<file path="config.mk">
export PLATFORM = sky130hd
export DESIGN_NAME = skid_buffer
export DESIGN_NICKNAME = d
export VERILOG_FILES = /design/src/rtl/skid_buffer.sv
export SDC_FILE = /design/constraint.sdc
export NUM_CORES = 1
export LEC_CHECK = 0
export ABC_AREA = 1
export CAP_MARGIN = 15
export CELL_PAD_IN_SITES_DETAIL_PLACEMENT = 0
export CELL_PAD_IN_SITES_GLOBAL_PLACEMENT = 1
export CORE_UTILIZATION = 36
export CTS_CLUSTER_SIZE = 25
export DETAILED_ROUTE_END_ITERATION = 10
export GPL_TIMING_DRIVEN = 1
export PLACE_DENSITY = 0.77
export REMOVE_ABC_BUFFERS = 1
export SYNTH_ARGS = -nofsm -noshare
export SYNTH_HDL_FRONTEND = slang
export SYNTH_SLANG_ARGS = --single-unit
</file>
<file path="constraint.sdc">
create_clock -name i_clk -period 2.4 [get_ports i_clk]
set_clock_uncertainty 0.1 [all_clocks]
set_input_delay 0.24 -clock i_clk [delete_from_list [all_inputs] [get_ports i_clk]]
set_output_delay 0.24 -clock i_clk [all_outputs]
set_load 0.01 [all_outputs]
</file>
<file path="src/rtl/skid_buffer.sv">
// Two-entry elastic stage (main + skid register) that breaks the ready path between producer and consumer.
// Optional synchronous flush port enabled by defining SKID_FLUSH_EN.
module skid_buffer #(
  parameter int DATA_WIDTH = 32
) (
  input  logic                  i_clk,
  input  logic                  i_rst,
  input  logic [DATA_WIDTH-1:0] i_data,
  input  logic                  i_valid,
  output logic                  o_ready,
  output logic [DATA_WIDTH-1:0] o_data,
  output logic                  o_valid,
  input  logic                  i_ready,
`ifdef SKID_FLUSH_EN
  input  logic                  i_flush,
`endif
  output logic [1:0]            dbg_state
);

  // Encoding equals the number of buffered words: 0 empty, 1 busy, 2 full.
  typedef enum logic [1:0] {
    EMPTY = 2'd0,
    BUSY  = 2'd1,
    FULL  = 2'd2
  } state_t;

  state_t                state;
  logic [DATA_WIDTH-1:0] main_q;
  logic [DATA_WIDTH-1:0] skid_q;
  logic                  up_xfer;
  logic                  dn_xfer;

  // Handshake: a word moves on a rising edge only when valid and ready are both 1
  // at that edge; o_valid/o_ready are flops so neither depends on i_valid/i_ready.
  assign up_xfer   = i_valid & o_ready;
  assign dn_xfer   = o_valid & i_ready;
  assign o_data    = main_q;
  assign dbg_state = state;

  always_ff @(posedge i_clk or posedge i_rst) begin
    if (i_rst) begin
      state   <= EMPTY;
      main_q  <= '0;
      skid_q  <= '0;
      o_valid <= 1'b0;
      o_ready <= 1'b1;
    end
`ifdef SKID_FLUSH_EN
    else if (i_flush) begin
      // Data registers keep their contents; only occupancy is dropped.
      state   <= EMPTY;
      o_valid <= 1'b0;
      o_ready <= 1'b1;
    end
`endif
    else begin
      case (state)
        EMPTY: begin
          if (up_xfer) begin
            main_q  <= i_data;
            state   <= BUSY;
            o_valid <= 1'b1;
            o_ready <= 1'b1;
          end
        end
        BUSY: begin
          if (up_xfer && dn_xfer) begin
            main_q <= i_data;
          end else if (up_xfer) begin
            skid_q  <= i_data;
            state   <= FULL;
            o_valid <= 1'b1;
            o_ready <= 1'b0;
          end else if (dn_xfer) begin
            state   <= EMPTY;
            o_valid <= 1'b0;
            o_ready <= 1'b1;
          end
        end
        FULL: begin
          // Upstream is already blocked here, so only the drain matters.
          if (dn_xfer) begin
            main_q  <= skid_q;
            state   <= BUSY;
            o_valid <= 1'b1;
            o_ready <= 1'b1;
          end
        end
        default: begin
          state   <= EMPTY;
          o_valid <= 1'b0;
          o_ready <= 1'b1;
        end
      endcase
    end
  end

endmodule

</file>
---- Word level (Yosys, flattened, before mapping) ----
Cells that the tools add are included.
storage, ports and cells
  register bits after elaboration ......... 68
  output and inout bits ................... 36
cells by class
  equality and inequality tests ........... 7
  mux-type cells .......................... 20
  bitwise operators ....................... 3
  reduce and logical (&&, ||, !) cells .... 7
operators by type and width
  operator                                              count
  two-way mux 32 bit                                    3
  case mux 32 bit (3 select lines)                      1
  two-way mux 2 bit                                     5
  two-way mux 1 bit                                     8
  != test 2 bit (second input constant)                 4
  AND reduction 4 bit                                   2
  case mux 1 bit (3 select lines)                       2
  case mux 2 bit (3 select lines)                       1
  != test 3 bit (second input constant)                 1
  AND reduction 3 bit                                   1
  nonzero test 3 bit                                    1
  bitwise AND 1 bit                                     2
  equality test 2 x 1 -> 1 bit (second input constant)  1
  equality test 2 bit (second input constant)           1
  logical NOT 2 bit                                     1
  AND reduction 2 bit                                   1
  logical AND 1 bit                                     1
  NOT 1 bit                                             1

---- Logic depth before layout (Yosys ltp) ----
Gate-level depths: netlist of run 1.
  depth after elaboration ................. 5
  mapped depth ............................ 9

---- Least setup slack after synthesis of run 1 ----
OpenSTA, ideal clock, no wires.
  kind .................................... flip-flop to flip-flop
  start point ............................. reg state[0] (netlist: dbg_state[0])
  end point ............................... reg main_q[0] (netlist: o_data[0])
  setup time .............................. 0.117 ns
  arrival ................................. 1.449 ns
  path slack .............................. 0.735 ns
  cell stages (with the launch flop) ...... 9
  period minus slack after synthesis ...... 1.665 ns
  cell sequence ........................... dfrtp_1 inv_1 ha_1 buf_6 o21ai_2 nand4_2 buf_2 nand2_1 nand2_1
between the ends
  cells in the longest elaborated chain, start to end .. 3
  elaborated cells on any way between the ends .. 9
  classes of those cells .................. eq/ne (5); mux (1); reduce/logical (3)
RTL lines
  what                                                                  RTL line  source
  start: declaration                                                    27        state_t state;
  start signal: assignment                                              42        state <= EMPTY;
  start signal: assignment                                              61        state <= BUSY;
  start signal: assignment                                              71        state <= FULL;
  equality test 2 x 1 -> 1 bit (tied with other cells)                  57        case (state)
  != test 2 bit (no source line) or nonzero test 3 bit (tied branches)  n/a
  AND reduction 4 bit (no source line)                                  n/a
  end signal: assignment                                                60        main_q <= i_data;
  end signal: assignment                                                68        main_q <= i_data;
  end signal: assignment                                                83        main_q <= skid_q;
  end: declaration                                                      28        logic [DATA_WIDTH-1:0] main_q;
Several ways; a longest one is shown, not always the timed one.
A chain may end at the register's enable or synchronous reset.

---- Final worst setup path of run 1 ----
  start point ............................. reg state[0] (netlist: dbg_state[0])
  end point ............................... reg o_valid
between the ends
  cells in the longest elaborated chain, start to end .. 3
  elaborated cells on any way between the ends .. 9
  classes of those cells .................. eq/ne (6); mux (1); reduce/logical (2)
RTL lines
  what                                                             RTL line  source
  equality test 2 x 1 -> 1 bit (tied with other cells)             57
  != test 3 bit (no source line) or != test 2 bit (tied branches)  n/a
  AND reduction 4 bit (no source line)                             n/a
  end signal: assignment                                           62        o_valid <= 1'b1;
  end signal: assignment                                           72        o_valid <= 1'b1;
  end signal: assignment                                           76        o_valid <= 1'b0;
  end: declaration                                                 12        output logic o_valid,
Several ways; a longest one is shown, not always the timed one.

==> results.yml, run 1 <==
cts:
  cts_tree: "done"
  post_cts_buffers: 0
  cts_resized: 0
  cts_max_level: 3
  cts.clk_slew.worst_paths_ps: 70
  insertion_delay_ps: 330
  clock_sinks: 68
  cts_buffers: 9
  ctsHoldBuffers: 0
  clockRootBuffer: "clkbuf_8"
  cts.path.max_buffers: 2
pwr:
  combPwrFrac_pct: 43.5
  leakage_nw: 2.04
  power.internal_mw: 3.31
  clkPwrFrac_pct: 18.1
  power_per_cell_area_mw_per_mm2: 1270
  vdd_drop_max_mv: 0.529
  p_seq_share_pct: 38.4
  switching_share_pct: 36.8
  p_switching_mw: 1.93
global_routing:
  grt_pass1_wl_um: 11500
  grt_max_degree: 69
  overflow: 0
  grt_pass1_vias: 2491
  antenna_found_initial: 0
  grt_use_total_pct: 16.7
setup_path:
  path_max_fanout: 66
  setup.worst_path.start: "dbg_state[0]"
  arrival_ps: 2100
  critPathSlowestCell: "buf_4"
  timing.critical_path.to_type: "flip-flop"
  crit_path_start_kind: "flip-flop"
  cpMostUsedCell: "nand2_1"
  critPathTopFamily: "buffers and inverters"
  reg2reg_slack_ps: 470
  cp.depth: 9
  critPathCapture: "o_valid"
  slowest_delay_ps: 490
  path_cells: "inv_1 > ha_2 > buf_4 > inv_1 > nand2_1 > nand2_1 > nand2_1 > nand2_1 > nand2_1"
  reg2regPathDepth: 9
  critPathRequiredTime_ps: 2570
  r2r_end: "o_valid"
  worstSetupPathType: "flip-flop to flip-flop"
  r2r-start: "dbg_state[0]"
  crit_buf_inv: 3
placed_design:
  place_congestion: 0.782
  post-place-ws_ps: 440
  hpwl_um: 4270
  io_buffers: 71
  dpl.cell_count: 552
  placed_area_mm2: 0.00393
route:
  vias: 2541
  topRoutingLayerUsed: "met4"
  post_drt_wl_per_cell_um: 11.6
  first_iter_violations: 133
  postRouteAntennaNets: 0
  dr_wl_met2_um: 3040
  wl_um: 6600
  wl_met3_um: 267
  wl_met1_um: 3200
  drt-vias-per-instance: 4.47
  drc: 0
  dr.pass1.iters: 4
yosys:
  synthArstFlopShare_pct: 100
  netlist.area_leader.share_pct: 54.0
  avgSynthCellArea_um2: 7.97
  synth_top_area_cell: "dfrtp_1"
  ys_seq_elements: 68
  synth_flop_cell: "dfrtp_1"
  netlist_instances: 390
  synthDistinctLibCells: 22
  synth_edf_count: 0
  synth_most_common_cell: "nand2_1"
  yosysWarningCount: 0
  syn-cell-area_mm2: 0.00311
  synth_area_leaders: "dfrtp_1, nand2_1, o21ai_0"
  yosysSeqAreaShare_pct: 54.8
  synth_common_cells: "nand2_1, dfrtp_1, inv_1, o21ai_0, o21ai_1"
cells_and_area:
  final_nets: 498
  design_area_mm2: 0.00413
  layout.cells.non_filler: 568
  area_growth_pct: 32.9
  num_antenna_cells: 0
  drive_gt1_share_pct: 6.48
flow_run:
  maxCapViolCount: 0
floorplan:
  core-area_mm2: 0.00830
  io_pins: 72
  start_util_pct: 37.4
  die_area_mm2: 0.00901
  core.rowCount: 33
  dieHeight_um: 94.9
  fp.dieW_um: 94.9
sta:
  report.final.setup_viol: 0
  fin_crit_ps: 1930
  slew_viol_final: 0
  hold_ws_ps: 182
  finalCritPeriodShare_pct: 80.4
  tightest_slew_ps: 587
  slew_headroom_pct: 60.9
  timing.fmax_mhz: 518
  hold_viol: 0
  setup_ws_ps: 470
  rsz0062_at_grt: "false"
min_path:
  min_path_type: "input port to async pin"
status:
  status: "finished clean"
==> per-stage QoR <==
step	total power, mW	util, %	setup TNS, ps
3_5_place_dp	4.36	47.3	0
3_3_place_gp	4.30	47.3	0
6_report	5.24	49.8	0
5_1_grt	5.73	49.8	0
4_1_cts	5.33	49.8	0
2_1_floorplan	3.22	-	-3010
==> area by class of cell <==
class | count | area, um2
clock inverter | 4 | 47.5
timing repair buffer | 76 | 798
fill | 825 | 4170
multi-input combinational | 262 | 1140
inverter | 41 | 154
clock buffer | 12 | 155
sequential | 68 | 1700
tap | 105 | 131
==> tightest hold or removal path, stage by stage <==
cell	delay, ps
clkdlybuf4s50_1	410
inv_2	70
buf_12	290
==> flip-flops by register name (all words and copies together) (netlist names) <==
name	cells
o_valid	1
dbg_state	2
o_ready	1
o_data	32
skid_q	32
==> worst min path at each step <==
| stage | to | depth (start not counted) | slack [ps] |
|---|---|---|---|
| 2_1_floorplan | skid_q[0] | 2 | 290 |
| 3_3_place_gp | o_data[8] | 2 | 350 |
| 3_5_place_dp | o_data[26] | 2 | 360 |
| 4_1_cts | o_data[23] | 3 | 210 |
| 5_1_grt | skid_q[2] | 3 | 250 |
| 6_report | skid_q[2] | 3 | 180 |
==> cells in the final DEF (no fill, tap or decap) <==
master and count:
inv_1 38, a21oi_1 1, buf_4 1, inv_2 2, nand3_2 1, nor2_1 3
clkinvlp_4 1, bufinv_16 1, ha_2 1, nand2_2 1, clkinv_1 1, o21ai_0 33
o21ai_1 32, nand2_1 179, nor2_4 1, dfstp_2 1, clkdlybuf4s50_1 71, clkinv_2 2
ha_1 3, clkbuf_1 1, buf_12 4, clkbuf_8 11, dfrtp_1 67, o21ai_2 1
nor2_2 1, nand3_1 4, nand4_2 1
==> logic make-up after synthesis <==
group	count (synthesis)	synth area share, %
AND/OR/NAND/NOR	191	24.1
flip-flops	68	54.8
AO/OA/AOI/OAI	67	10.9
buffers and inverters	60	8.54
adder cells (fa/ha/maj)	4	1.61
==> power groups by stage <==
| stage | logic (mW) | registers, mW | clock network (mW) |
|---|---|---|---|
| 5_1_grt | 2.62 | 2.08 | 1.03 |
| 3_3_place_gp | 2.27 | 2.03 | 0 |
| 3_5_place_dp | 2.32 | 2.03 | 0 |
| 6_report | 2.28 | 2.01 | 0.950 |
| 4_1_cts | 2.33 | 2.02 | 0.981 |
| 2_1_floorplan | 1.12 | 2.10 | 0 |
==> layer usage <==
layer  track usage, %  up-vias
li1                 -     1339
met1             22.0     1148
met2             27.0       45
met3             3.30        9
met4             6.06        0
met5                0        -
No activity file was read; power rests on OpenSTA's default activity.
==> run 2: changes to the inputs <==
==> constraint.sdc (replaced) <==
create_clock -name i_clk -period 1.88 [get_ports i_clk]
set_clock_uncertainty 0.1 [all_clocks]
set_input_delay 0.188 -clock i_clk [delete_from_list [all_inputs] [get_ports i_clk]]
set_output_delay 0.188 -clock i_clk [all_outputs]
set_load 0.01 [all_outputs]
==> run 2 against run 1 <==
Compared with the run above: cell count up 0.53%; largest cell class unchanged; combinational power is 28% higher; design area is 0.36% higher; sequential power increased by 27%; critical endpoint is now o_ready; power increased by 26%; sequential cell count stayed put; critical path type is now flip-flop to output port; utilization up 0.18 points; non-clock buffer count is 4 higher; critical path depth decreased by 8; global-route usage fell by 0.44 points; via count is 0.47% higher; die area is the same.
==> results.yml, run 2 (synthesis gave the netlist of run 1 again) <==
floorplan:
  core.rowCount: 33
  die_area_mm2: 0.00901
  core-area_mm2: 0.00830
  dieHeight_um: 94.9
  io_pins: 72
  start_util_pct: 37.4
  fp.dieW_um: 94.9
setup_path:
  slowest_delay_ps: 560
  critPathSlowestCell: "dfstp_2"
  worstSetupPathType: "flip-flop to output port"
  arrival_ps: 1440
  critPathTopFamily: "flip-flops"
  crit_path_start_kind: "flip-flop"
  path_max_fanout: 5
  crit_buf_inv: 1
  timing.critical_path.to_type: "output port"
  path_cells: "clkdlybuf4s50_1"
  critPathRequiredTime_ps: 1590
pwr:
  vdd_drop_max_mv: 0.615
  leakage_nw: 2.06
  power_per_cell_area_mw_per_mm2: 1590
status:
  status: "finished clean"
global_routing:
  grt_pass1_vias: 2379
  overflow: 0
  grt_max_degree: 65
  antenna_found_initial: 0
  grt_pass1_wl_um: 11200
  grt_use_total_pct: 16.2
cts:
  cts_tree: "done"
  ctsHoldBuffers: 0
  cts_buffers: 9
  cts.path.max_buffers: 2
  cts.clk_slew.worst_paths_ps: 70
  insertion_delay_ps: 340
  clock_sinks: 68
  clockRootBuffer: "clkbuf_8"
  post_cts_buffers: 0
  cts_max_level: 3
  cts_resized: 0
cells_and_area:
  nFillCells: 828
  regArea_mm2: 0.00170
  layout.cells.non_filler: 571
  num_antenna_cells: 0
  final_nets: 502
  drive_gt1_share_pct: 7.08
  final_common_cell: "nand2_1"
  area_growth_pct: 33.4
  multi_input_area_mm2: 0.00114
  layout_common_cells: "nand2_1, clkdlybuf4s50_1, dfrtp_1, inv_1, o21ai_0"
  design_area_mm2: 0.00415
route:
  drc: 0
  post_drt_wl_per_cell_um: 11.4
  postRouteAntennaNets: 0
  drt-vias-per-instance: 4.47
  vias: 2553
  dr.pass1.iters: 5
  wl_um: 6530
  first_iter_violations: 96
min_path:
  min_path_type: "input port to async pin"
sta:
  rsz0062_at_grt: "false"
  hold_ws_ps: 26.3
  report.final.setup_viol: 0
  finalCritPeriodShare_pct: 91.7
  timing.fmax_mhz: 580
  slew_viol_final: 0
  tightest_slew_ps: 430
  hold_viol: 0
  fin_crit_ps: 1720
  slew_headroom_pct: 71.3
flow_run:
  maxCapViolCount: 0
placed_design:
  place_congestion: 0.807
  placed_area_mm2: 0.00396
  io_buffers: 71
  dpl.cell_count: 556
  hpwl_um: 4450
run 2: worst paths after layout:
check	from	end	slack, ps	cells past startpoint
max	o_ready	o_ready	160	1
min	i_rst	o_data[10]	30	2
max reg2reg	dbg_state[0]	o_data[0]	190	6
min reg2reg	o_data[8]	o_data[8]	370	2
max in group asynchronous	i_rst	o_data[6]	1170	3
min in group i_clk	i_data[31]	skid_q[31]	300	3
run 2: per-stage QoR:
step | power (mW) | setup WS (ps) | setup TNS [ps] | util, %
2_1_floorplan | 4.12 | -614 | -30750 | -
3_3_place_gp | 5.48 | 227 | 0 | 47.7
4_1_cts | 6.73 | 134 | 0 | 49.9
6_report | 6.61 | 157 | 0 | 49.9
5_1_grt | 7.23 | 21.9 | 0 | 49.9
3_5_place_dp | 5.57 | 198 | 0 | 47.7
run 2: routing by layer:
| metal | up-vias | GRT usage, % | share of wire [%] |
|---|---|---|---|
| li1 | 1339 | - | - |
| met1 | 1151 | 21.9 | 49 |
| met2 | 52 | 25.4 | 46 |
| met3 | 11 | 2.90 | 4.0 |
| met4 | 0 | 7.20 | 2.0 |
| met5 | - | 0 | 0 |
run 2: final cells by class:
| type | count | area share [%] |
|---|---|---|
| multi-input combinational | 262 | 27.5 |
| inverter | 41 | 3.71 |
| timing repair buffer | 80 | 20.0 |
| sequential | 68 | 41.1 |
| clock inverter | 1 | 0.121 |
| tap | 105 | 3.17 |
| clock buffer | 14 | 4.41 |
run 2: where the power goes:
part           total [mW]  leakage, nW  switching [mW]  internal, mW
clock                1.14       0.0986           0.521         0.615
sequential           2.55        0.847           0.377          2.17
combinational        2.92         1.11            1.54          1.38
total                6.61         2.06            2.44          4.17
==> run 3: changes to the inputs <==
--- a/config.mk
+++ b/config.mk
@@ -10,7 +10,6 @@
 export CELL_PAD_IN_SITES_DETAIL_PLACEMENT = 0
 export CELL_PAD_IN_SITES_GLOBAL_PLACEMENT = 1
 export CORE_UTILIZATION = 36
-export CTS_CLUSTER_SIZE = 25
 export DETAILED_ROUTE_END_ITERATION = 10
 export GPL_TIMING_DRIVEN = 1
 export PLACE_DENSITY = 0.77
==> results of run 3 <==
Final layout, timing and power as in run 2 (identical DEF).
